**src/rtl/mem_pkg.sv**
```systemverilog
// mem_pkg: shared memory geometry defaults and streamer FSM state encoding
package mem_pkg;
  localparam int MEM_ADDR_W = 17;
  localparam int MEM_DATA_W = 24;
  localparam int MEM_IMAGE_WORDS = 90000;
  typedef logic [1:0] state_t;
  localparam state_t IDLE = 2'd0;
  localparam state_t READ = 2'd1;
  localparam state_t DRAIN = 2'd2;
  localparam state_t FINISH = 2'd3;
endpackage

```
**src/rtl/stream_fifo.sv**
```systemverilog
// stream_fifo: first-word-fall-through buffer with occupancy count
// ports: push/push_data write side; pop/pop_data/valid read side (pop_data is 0 when empty); count = words held
module stream_fifo #(
  parameter int DEPTH = 4,
  parameter int WIDTH = 25
) (
  input  logic                       clock,
  input  logic                       reset,
  input  logic                       push,
  input  logic [WIDTH-1:0]           push_data,
  input  logic                       pop,
  output logic [WIDTH-1:0]           pop_data,
  output logic                       valid,
  output logic [$clog2(DEPTH):0]     count
);
  localparam int PW = $clog2(DEPTH);
  localparam int CW = PW + 1;
  logic [WIDTH-1:0] mem [DEPTH];
  logic [PW-1:0] wr_ptr, rd_ptr;
  logic do_push, do_pop;
  assign valid = count != '0;
  assign do_pop = pop && valid;
  assign do_push = push && (count != CW'(DEPTH) || do_pop);
  // gating keeps the output at zero while empty, so no stale word survives a reset
  assign pop_data = valid ? mem[rd_ptr] : '0;
  always_ff @(posedge clock)
    if (do_push) mem[wr_ptr] <= push_data;
  always_ff @(posedge clock or posedge reset)
    if (reset) begin
      wr_ptr <= '0;
      rd_ptr <= '0;
      count <= '0;
    end else begin
      wr_ptr <= wr_ptr + PW'(do_push);
      rd_ptr <= rd_ptr + PW'(do_pop);
      count <= count + CW'(do_push) - CW'(do_pop);
    end
endmodule

```
**src/rtl/image_streamer.sv**
```systemverilog
// image_streamer: streams a block of memory words out through a ready/valid FIFO
// ports: start/base_addr/length request; busy/done status; mem_* one-cycle-latency read port;
//        out_valid/out_ready/out_data/out_last stream with last-word marker
module image_streamer import mem_pkg::*; #(
  parameter int ADDR_W = MEM_ADDR_W,
  parameter int DATA_W = MEM_DATA_W,
  parameter int IMAGE_WORDS = MEM_IMAGE_WORDS,
  parameter int FIFO_DEPTH = 4
) (
  input  logic              clock,
  input  logic              reset,
  input  logic              start,
  input  logic [ADDR_W-1:0] base_addr,
  input  logic [ADDR_W-1:0] length,
  output logic              busy,
  output logic              done,
  output logic              mem_read_enable,
  output logic [ADDR_W-1:0] mem_address,
  input  logic [DATA_W-1:0] mem_read_data,
  output logic              out_valid,
  input  logic              out_ready,
  output logic [DATA_W-1:0] out_data,
  output logic              out_last
);
  localparam int CW = $clog2(FIFO_DEPTH) + 1;
  state_t state, state_next;
  logic [ADDR_W-1:0] remaining, eff_len;
  logic in_flight, flight_last, issue;
  logic [CW-1:0] fifo_count;
  logic [DATA_W:0] fifo_data;
  assign eff_len = length > ADDR_W'(IMAGE_WORDS) ? ADDR_W'(IMAGE_WORDS) : length;
  // the in-flight word already owns a FIFO slot, so reads never overflow the buffer
  assign issue = state == READ && remaining != '0 &&
                 (CW+1)'(fifo_count) + (CW+1)'(in_flight) < (CW+1)'(FIFO_DEPTH);
  assign mem_read_enable = issue;
  assign busy = state != IDLE;
  assign done = state == FINISH;
  assign out_data = fifo_data[DATA_W-1:0];
  assign out_last = fifo_data[DATA_W];
  always_comb
    state_next = state == IDLE  ? (start ? (eff_len == '0 ? FINISH : READ) : IDLE) :
                 state == READ  ? (issue && remaining == ADDR_W'(1) ? DRAIN : READ) :
                 state == DRAIN ? (fifo_count == '0 && !in_flight ? FINISH : DRAIN) :
                 IDLE;
  always_ff @(posedge clock or posedge reset)
    if (reset) begin
      state <= IDLE;
      mem_address <= '0;
      remaining <= '0;
      in_flight <= 1'b0;
      flight_last <= 1'b0;
    end else begin
      state <= state_next;
      in_flight <= issue;
      flight_last <= issue && remaining == ADDR_W'(1);
      if (state == IDLE && start) begin
        mem_address <= base_addr;
        remaining <= eff_len;
      end else if (issue) begin
        mem_address <= mem_address == ADDR_W'(IMAGE_WORDS - 1) ? '0 : mem_address + ADDR_W'(1);
        remaining <= remaining - ADDR_W'(1);
      end
    end
  // the last flag travels with its word so it survives any backpressure pattern
  stream_fifo #(.DEPTH(FIFO_DEPTH), .WIDTH(DATA_W + 1)) u_fifo (
    .clock(clock),
    .reset(reset),
    .push(in_flight),
    .push_data({flight_last, mem_read_data}),
    .pop(out_ready),
    .pop_data(fifo_data),
    .valid(out_valid),
    .count(fifo_count)
  );
endmodule

```
**config.mk**
```make
export PLATFORM = sky130hd
export DESIGN_NAME = image_streamer
export DESIGN_NICKNAME = d
export VERILOG_FILES = /design/src/rtl/mem_pkg.sv /design/src/rtl/stream_fifo.sv /design/src/rtl/image_streamer.sv
export SDC_FILE = /design/constraint.sdc
export NUM_CORES = 1
export LEC_CHECK = 0
export CORE_MARGIN = 2
export CORE_UTILIZATION = 45
export DETAILED_ROUTE_END_ITERATION = 16
export GPL_TIMING_DRIVEN = 0
export PLACE_DENSITY = 0.69
export SYNTH_ARGS = -nofsm -noshare
export SYNTH_HDL_FRONTEND = slang
export SYNTH_SLANG_ARGS = --single-unit
```
**constraint.sdc**
```tcl
create_clock -name clock -period 5.7 [get_ports clock]
set_input_delay 1.71 -clock clock [delete_from_list [all_inputs] [get_ports clock]]
set_output_delay 1.71 -clock clock [all_outputs]
set_load 0.01 [all_outputs]
```
==> key figures, run 1 <==
Run status
  – Run status: completed

Detailed routing
  – Routed vias: 4,500
  – DR pass1 iterations: 5
  – Routed Antenna Nets: 0
  – DRC: 0
  – WL/cell: 19.2 um
  – Routed wire length: 15,000 um
  – Vias/cell: 5.73
  – Initial DRC Count: 260

Placement
  – Setup WS pre-CTS: 1.32 ns
  – Placer Congestion: 0.883
  – IO buf count: 107
  – DP Cell Count: 753
  – DP Wirelength: 10,400 um

Synthesis
  – Post-synthesis sequential area ratio: 62.6%
  – Post-synthesis mux area share: 8.54%
  – Synth Instances: 457
  – Compound-Gate Fraction of Synth Area: 7.87%
  – Ys Warns: 0
  – Yosys reg bits: 145
  – Largest family of logic cells by synthesized area: simple AND/OR/NAND/NOR gates
  – Post-synthesis cell type count: 61
  – Synth Area per Inst: 14.4 um2
  – Asr flop ratio synth: 31.0%
  – EDFF count, synth: 100
  – Synth Net Count: 528
  – Synth Area in Adders: 1.82%
  – Synthesized area: 0.00660 mm2
  – Xor and xnor area share after synthesis: 2.26%
  – Simple-gate portion of the synthesized area: 14.7%
  – Top FF cell, synth: edfxtp_1

GRT
  – Initial antenna violation count: 1
  – First-pass GRT wire length: 24,400 um
  – GRT Resource Usage Total: 19.8%
  – Pin count of the biggest net entering global routing: 39
  – Vias in the first global route: 4,628
  – GR Overflow Total: 0

Power
  – Power Density: 500 mW/mm2
  – Max IR drop VDD: 0.243 mV
  – Cell internal pwr: 2.91 mW
  – Gate power share: 37.6%
  – Psw: 1.37 mW
  – Switching share of power: 32.1%
  – P_leak: 3.04 nW
  – Clock share of power: 24.9%
  – Sequential power share: 37.4%

STA
  – Worst setup margin: 0.950 ns
  – Final period util: 83.3%
  – Slew at the pin closest to its max-slew limit: 1.30 ns
  – Final Max Tran Viols: 0
  – Final Skew: 0.00909 ns
  – Final setup violation count: 0
  – RSZ-0062 raised after global routing: no
  – Final Hold Fails: 0
  – Minimum clock period: 4.75 ns
  – Rel. slew slack: 12.6%
  – Fmax: 0.211 GHz

Critical path
  – Critical path buffers and inverters: 2
  – Worst path slowest cell: nor3_1
  – Slowest stage delay, CP: 1.05 ns
  – Worst setup path class: reg2out
  – Cell family with most CP delay: simple AND/OR/NAND/NOR gates
  – Startpoint Class: flip-flop
  – Critical path fanouts, max: 10
  – Cell Chain, Critical Path: nor3_1 > clkbuf_1 > nor2b_1 > clkdlybuf4s50_1
  – Critical path arrival: 3.04 ns
  – Setup crit end kind: output port
  – CP Data Required Time: 3.99 ns

Floorplan
  – Die X: 125 um
  – FP Rows: 44
  – Die area: 0.0156 mm2
  – Core Area: 0.0144 mm2
  – Initial core utilization: 45.7%
  – I/O Pins: 108
  – Die height: 125 um

CTS
  – TritonCTS clock tree: done
  – Htree depth: 4
  – Post-CTS Hold Buffers: 0
  – Post-CTS resize count: 0
  – Clk buf depth: 2
  – Cts bufs inserted: 17
  – Post-CTS setup buffer count: 0
  – CTS sink count: 145
  – Root Driver: clkbuf_16
  – Clk Latency, worst-skew pair: 0.42 ns
  – Clock-pin slew on the worst setup and hold paths: 0.06 ns

Hold path
  – Hold Path Class: reg2reg

Cells and area
  – Commonest cells after routing, fill and taps aside: clkdlybuf4s50_1 (107), edfxtp_1 (100), dfrtp_1 (45)
  – Fill cells: 1,159
  – Layout Nets: 659
  – Area delta synth->final: 29.8%
  – Final non-filler cell total: 785
  – Diode count: 0
  – Share of cells above drive strength 1: 13.5%
  – Fin util: 59.3%
  – Most common cell after layout, fill and taps aside: clkdlybuf4s50_1

Job
  – Max Cap Viol: 0
==> logic make-up after synthesis <==
family                   Yosys count
flip-flops                       145
adder cells (fa/ha/maj)            9
AO/OA/AOI/OAI                     72
AND/OR/NAND/NOR                  153
XOR/XNOR                          17
buffers and inverters             36
multiplexers                      25
==> metal layers <==
layer / global-route usage, % / wire [um] / vias up / part of all wire [%]
li1: - / - / 2064 / -
met1: 26.1 / 6500 / 2262 / 43
met2: 32.6 / 7490 / 157 / 50
met3: 4.79 / 857 / 17 / 5.7
met4: 6.41 / 197 / 0 / 1.3
met5: 0 / 0 / - / 0
==> state kept, by name, indices dropped and copies added (netlist names) <==
name	flops
u_fifo.mem	100
mem_address	17
remaining	17
u_fifo.count	3
state	2
u_fifo.rd_ptr	2
u_fifo.wr_ptr	2
flight_last	1
in_flight	1
==> synthesized netlist by cell type (5+ instances only) <==
cell	instances	share of area (%)
nor2b_1	27	2.6
nor3_1	8	0.61
and2_1	9	0.85
nor3b_1	5	0.57
nand2_1	18	1.0
dfrtp_1	45	17
inv_1	15	0.85
mux4_2	25	8.5
nand3_1	14	1.1
xor2_1	14	1.9
o21ai_0	12	0.91
a21oi_1	16	1.2
nor2_1	13	0.74
ha_1	8	1.5
a22oi_1	5	0.57
nand4_1	18	1.7
clkbuf_1	13	0.74
edfxtp_1	100	46
and3_1	10	0.95
==> path summary, 6_finish.rpt <==
check                                                from                     endpoint  slack [ns]  cells after the start
min in group asynchronous                           reset  mem_address[13]$_DFFE_PP0P_        1.52                      2
worst min register to register      flight_last$_DFF_PP0_  u_fifo.mem[2][24]$_DFFE_PP_        0.50                      0
max in group asynchronous                           reset    remaining[11]$_DFFE_PP0P_        3.72                      3
worst max-delay path            u_fifo.count[2]$_DFF_PP0_                 out_data[16]        0.95                      4
worst max register to register  u_fifo.count[2]$_DFF_PP0_    u_fifo.count[2]$_DFF_PP0_        2.80                      8
worst min-delay path                flight_last$_DFF_PP0_  u_fifo.mem[2][24]$_DFFE_PP_        0.50                      0
==> stage by stage <==
step / setup TNS, ns / instance area, um2 / total power [mW] / hold WS, ns
global route: 0 / 8560 / 4.51 / 0.506
global placement: -17.97 / 7900 / 3.17 / 0.465
detailed placement: 0 / 7990 / 3.25 / 0.482
CTS: 0 / 8560 / 4.33 / 0.495
finish: 0 / 8560 / 4.28 / 0.497
floorplan: 0 / 6600 / 2.52 / 0.455
==> power groups by stage <==
stage / clock [mW] / sequential [mW] / combinational (mW)
6_report: 1.07 / 1.60 / 1.61
5_1_grt: 1.13 / 1.63 / 1.74
4_1_cts: 1.09 / 1.60 / 1.64
3_5_place_dp: 0 / 1.62 / 1.63
3_3_place_gp: 0 / 1.61 / 1.56
2_1_floorplan: 0 / 1.59 / 0.931
==> layout make-up <==
type / count / area, um2 / share of cell area, %
clock inverter: 13 / 139 / 1.62
inverter: 16 / 60.1 / 0.702
timing repair buffer: 112 / 1140 / 13.4
clock buffer: 19 / 433 / 5.06
sequential: 145 / 4130 / 48.2
multi-input combinational: 276 / 2340 / 27.3
tap: 184 / 230 / 2.69
buffer: 20 / 87.6 / 1.02
==> worst register-to-register path, delay by kind of cell (launching register included) <==
family,cells,cell delay [ns]
xor gates and xnor gates,1,0.17
adders and majority gates,3,0.86
and+or+nand+nor,2,1.24
buffers and inverters,2,0.11
DFF,1,0.42
No activity file was read; power rests on OpenSTA's default activity.
==> inputs of run 2 (changes only) <==
- clock period: 5.7 -> 4.8 ns (I/O delays scaled with it)
==> results of run 2 <==
The final DEF is identical to that of run 1. Status: completed.
Main changes from that run: setup slack after placement 1.32 ns -> 0.692 ns; setup slack after layout 0.950 ns -> 0.320 ns; register-to-register setup slack 2.80 ns -> 1.90 ns; total power 4.28 mW -> 5.09 mW; worst IR drop on VDD 0.243 mV -> 0.288 mV
==> inputs of run 3 (changes only) <==
- CORE_MARGIN: 2 -> 3
==> key figures, run 3 (synthesis gave the netlist of run 1 again) <==
Run status
  – Run status: completed

Detailed routing
  – Initial DRC Count: 279 (+7.3%)
  – Vias/cell: 5.84 (+1.8%)
  – DR pass1 iterations: 5 (unchanged)
  – WL/cell: 19.1 um (-0.54%)
  – Routed wire length: 14,900 um (-1.1%)
  – Routed vias: 4,558 (+1.3%)
  – DRC: 0 (unchanged)
  – Routed Antenna Nets: 0 (unchanged)

CTS
  – Root Driver: clkbuf_16
  – TritonCTS clock tree: done
  – Post-CTS setup buffer count: 0 (unchanged)
  – Clk buf depth: 2 (unchanged)
  – Htree depth: 4 (unchanged)
  – Post-CTS Hold Buffers: 0 (unchanged)
  – CTS sink count: 145 (unchanged)
  – Clk Latency, worst-skew pair: 0.41 ns (about the same)
  – Post-CTS resize count: 0 (unchanged)
  – Cts bufs inserted: 17 (unchanged)
  – Clock-pin slew on the worst setup and hold paths: 0.06 ns (about the same)

Critical path
  – Worst R2R Start: u_fifo.count[2]$_DFF_PP0_
  – R2r endpoint: u_fifo.mem[3][16]$_DFFE_PP_
  – Cell Chain, Critical Path: inv_1 > ha_1 > nor4b_2 > nand4_2 > nand2_1 > inv_2 > buf_4 > clkdlybuf4s50_1
  – Startpoint Class: flip-flop
  – Critical path arrival: 2.83 ns (-0.21 ns)
  – Depth of the most critical reg-to-reg path: 4 (-4)
  – Slowest stage delay, CP: 0.49 ns (-0.56 ns)
  – Reg2reg setup slack: 2.24 ns
  – Critical path fanouts, max: 11 (+1)
  – Worst setup path class: reg2out
  – Setup crit start: remaining[0]$_DFFE_PP0P_
  – Setup crit end kind: output port
  – Worst path slowest cell: clkdlybuf4s50_1
  – Cell family with most CP delay: buffers and inverters
  – Worst setup endpoint: mem_read_enable
  – Critical Path Stages: 8 (+4)
  – CP Data Required Time: 3.36 ns
  – Critical path buffers and inverters: 4 (+2)

GRT
  – GRT Resource Usage Total: 19.3% (-0.47 points)
  – Pin count of the biggest net entering global routing: 35 (-10%)
  – Layer with the highest usage: met2
  – GR Overflow Total: 0 (unchanged)
  – Vias in the first global route: 4,687 (+1.3%)
  – Met3 usage: 5.18% (+0.39 points)
  – First-pass GRT wire length: 24,400 um (-0.14%)
  – M1 GR Usage: 24.1% (-2.0 points)
  – Met2 Track Usage GR: 32.6% (+0.051 points)
  – Initial antenna violation count: 1 (unchanged)

Floorplan
  – Die area: 0.0161 mm2 (+3.2%)
  – Core Area: 0.0141 mm2 (-2.3%)
  – I/O Pins: 108 (unchanged)
  – Initial core utilization: 46.8% (+1.1 points)
  – Die X: 127 um (+1.6%)
  – Die height: 127 um (+1.6%)
  – FP Rows: 43 (-2.3%)

STA
  – Final period util: 88.9%
  – Rel. slew slack: 16.5% (+3.9 points)
  – Final setup violation count: 0 (unchanged)
  – Minimum clock period: 4.27 ns
  – Final Max Tran Viols: 0 (unchanged)
  – Final Skew: 0.00800 ns (-0.00108 ns)
  – Fmax: 0.234 GHz
  – Final Hold Fails: 0 (unchanged)
  – Slew at the pin closest to its max-slew limit: 1.25 ns (-0.0488 ns)
  – RSZ-0062 raised after global routing: no

Placement
  – DP Wirelength: 10,300 um (-0.62%)
  – Placer Congestion: 0.870 (-1.4%)
  – Area after DPL: 0.00798 mm2 (about the same)
  – IO buf count: 107 (unchanged)

Cells and area
  – Layout Nets: 659 (unchanged)
  – Area delta synth->final: 30.4%
  – Fill cells: 1,095 (-5.5%)
  – Diode count: 0 (unchanged)
  – Most common cell after layout, fill and taps aside: clkdlybuf4s50_1
  – Biggest register: u_fifo.mem
  – Max FFs per register: 100 (unchanged)
  – Post-route cell area: 0.00860 mm2 (+0.48%)
  – Share of cells above drive strength 1: 14.1% (+0.67 points)
  – Top Registers: u_fifo.mem (100), mem_address (17), remaining (17)
  – Commonest cells after routing, fill and taps aside: clkdlybuf4s50_1 (107), edfxtp_1 (100), dfrtp_1 (45)

Power
  – Max IR drop VDD: 0.352 mV
  – Power Density: 600 mW/mm2
  – P_leak: 3.07 nW (+1.1%)
  – Power, Total: 5.16 mW

Hold path
  – Hold Path Class: reg2reg
  – Hold Path Cell Cnt: 0 (unchanged)

Job
  – Max Cap Viol: 0 (unchanged)
[run 3: cell count changes in the layout (fill, tap and decap cells not counted)]
| cell | delta |
|---|---|
| clkbuf_1 | -1 |
| clkinv_4 | -1 |
| nor3_2 | +1 |
| clkbuf_8 | +2 |
| nor3_1 | -1 |
| inv_6 | +1 |
| clkinvlp_4 | -2 |
| clkinv_2 | +2 |
| bufinv_16 | +1 |
| clkinv_1 | -2 |
[run 3: per-layer routing]
layer	up-vias	part of all wire [%]	routed length [um]
met2	183	50	7440
met5	-	0.087	13
li1	2063	-	-
met1	2285	41	6120
met4	2	1.8	271
met3	25	7.0	1040
[run 3: worst min path at each step]
stage	from	slack (ns)	to
floorplan	flight_last$_DFF_PP0_	0.45	u_fifo.mem[0][24]$_DFFE_PP_
detailed placement	flight_last$_DFF_PP0_	0.49	u_fifo.mem[0][24]$_DFFE_PP_
CTS	flight_last$_DFF_PP0_	0.51	u_fifo.mem[0][24]$_DFFE_PP_
finish	flight_last$_DFF_PP0_	0.51	u_fifo.mem[1][24]$_DFFE_PP_
global placement	flight_last$_DFF_PP0_	0.46	u_fifo.mem[2][24]$_DFFE_PP_
global route	flight_last$_DFF_PP0_	0.52	u_fifo.mem[0][24]$_DFFE_PP_
[run 3: stage by stage]
step                setup slack [ns]  cells  hold slack (ns)  util (%)  setup TNS [ns]
CTS                            0.112    781            0.512      61.0               0
global route                   0.325    781            0.525      61.0               0
floorplan                      0.920    457            0.455         -               0
detailed placement             0.567    749            0.494      56.6               0
global placement               -1.03    744            0.465      56.0          -44.36
finish                         0.532    781            0.508      61.0               0
[run 3: layout make-up]
class,count,area (um2),area share (%)
Inverter,16,60.1,0.698
Tap cell,180,225,2.62
Timing Repair Buffer,112,1140,13.3
Clock inverter,12,156,1.82
Clock buffer,20,457,5.31
Buffer,20,87.6,1.02
Sequential cell,145,4130,48.0
Multi-Input combinational cell,276,2340,27.2
[run 3: power by group]
group          switching [mW]  total (mW)  internal (mW)
sequential              0.206        1.90           1.70
combinational           0.917        1.91          0.996
clock                   0.492        1.34          0.847
[run 3: worst reg2reg max path, cell delays in order (launching register included)]
cell and delay, ns:
dfrtp_1 0.43, inv_1 0.06, o41ai_1 0.75, inv_1 0.21
and3_1 0.66
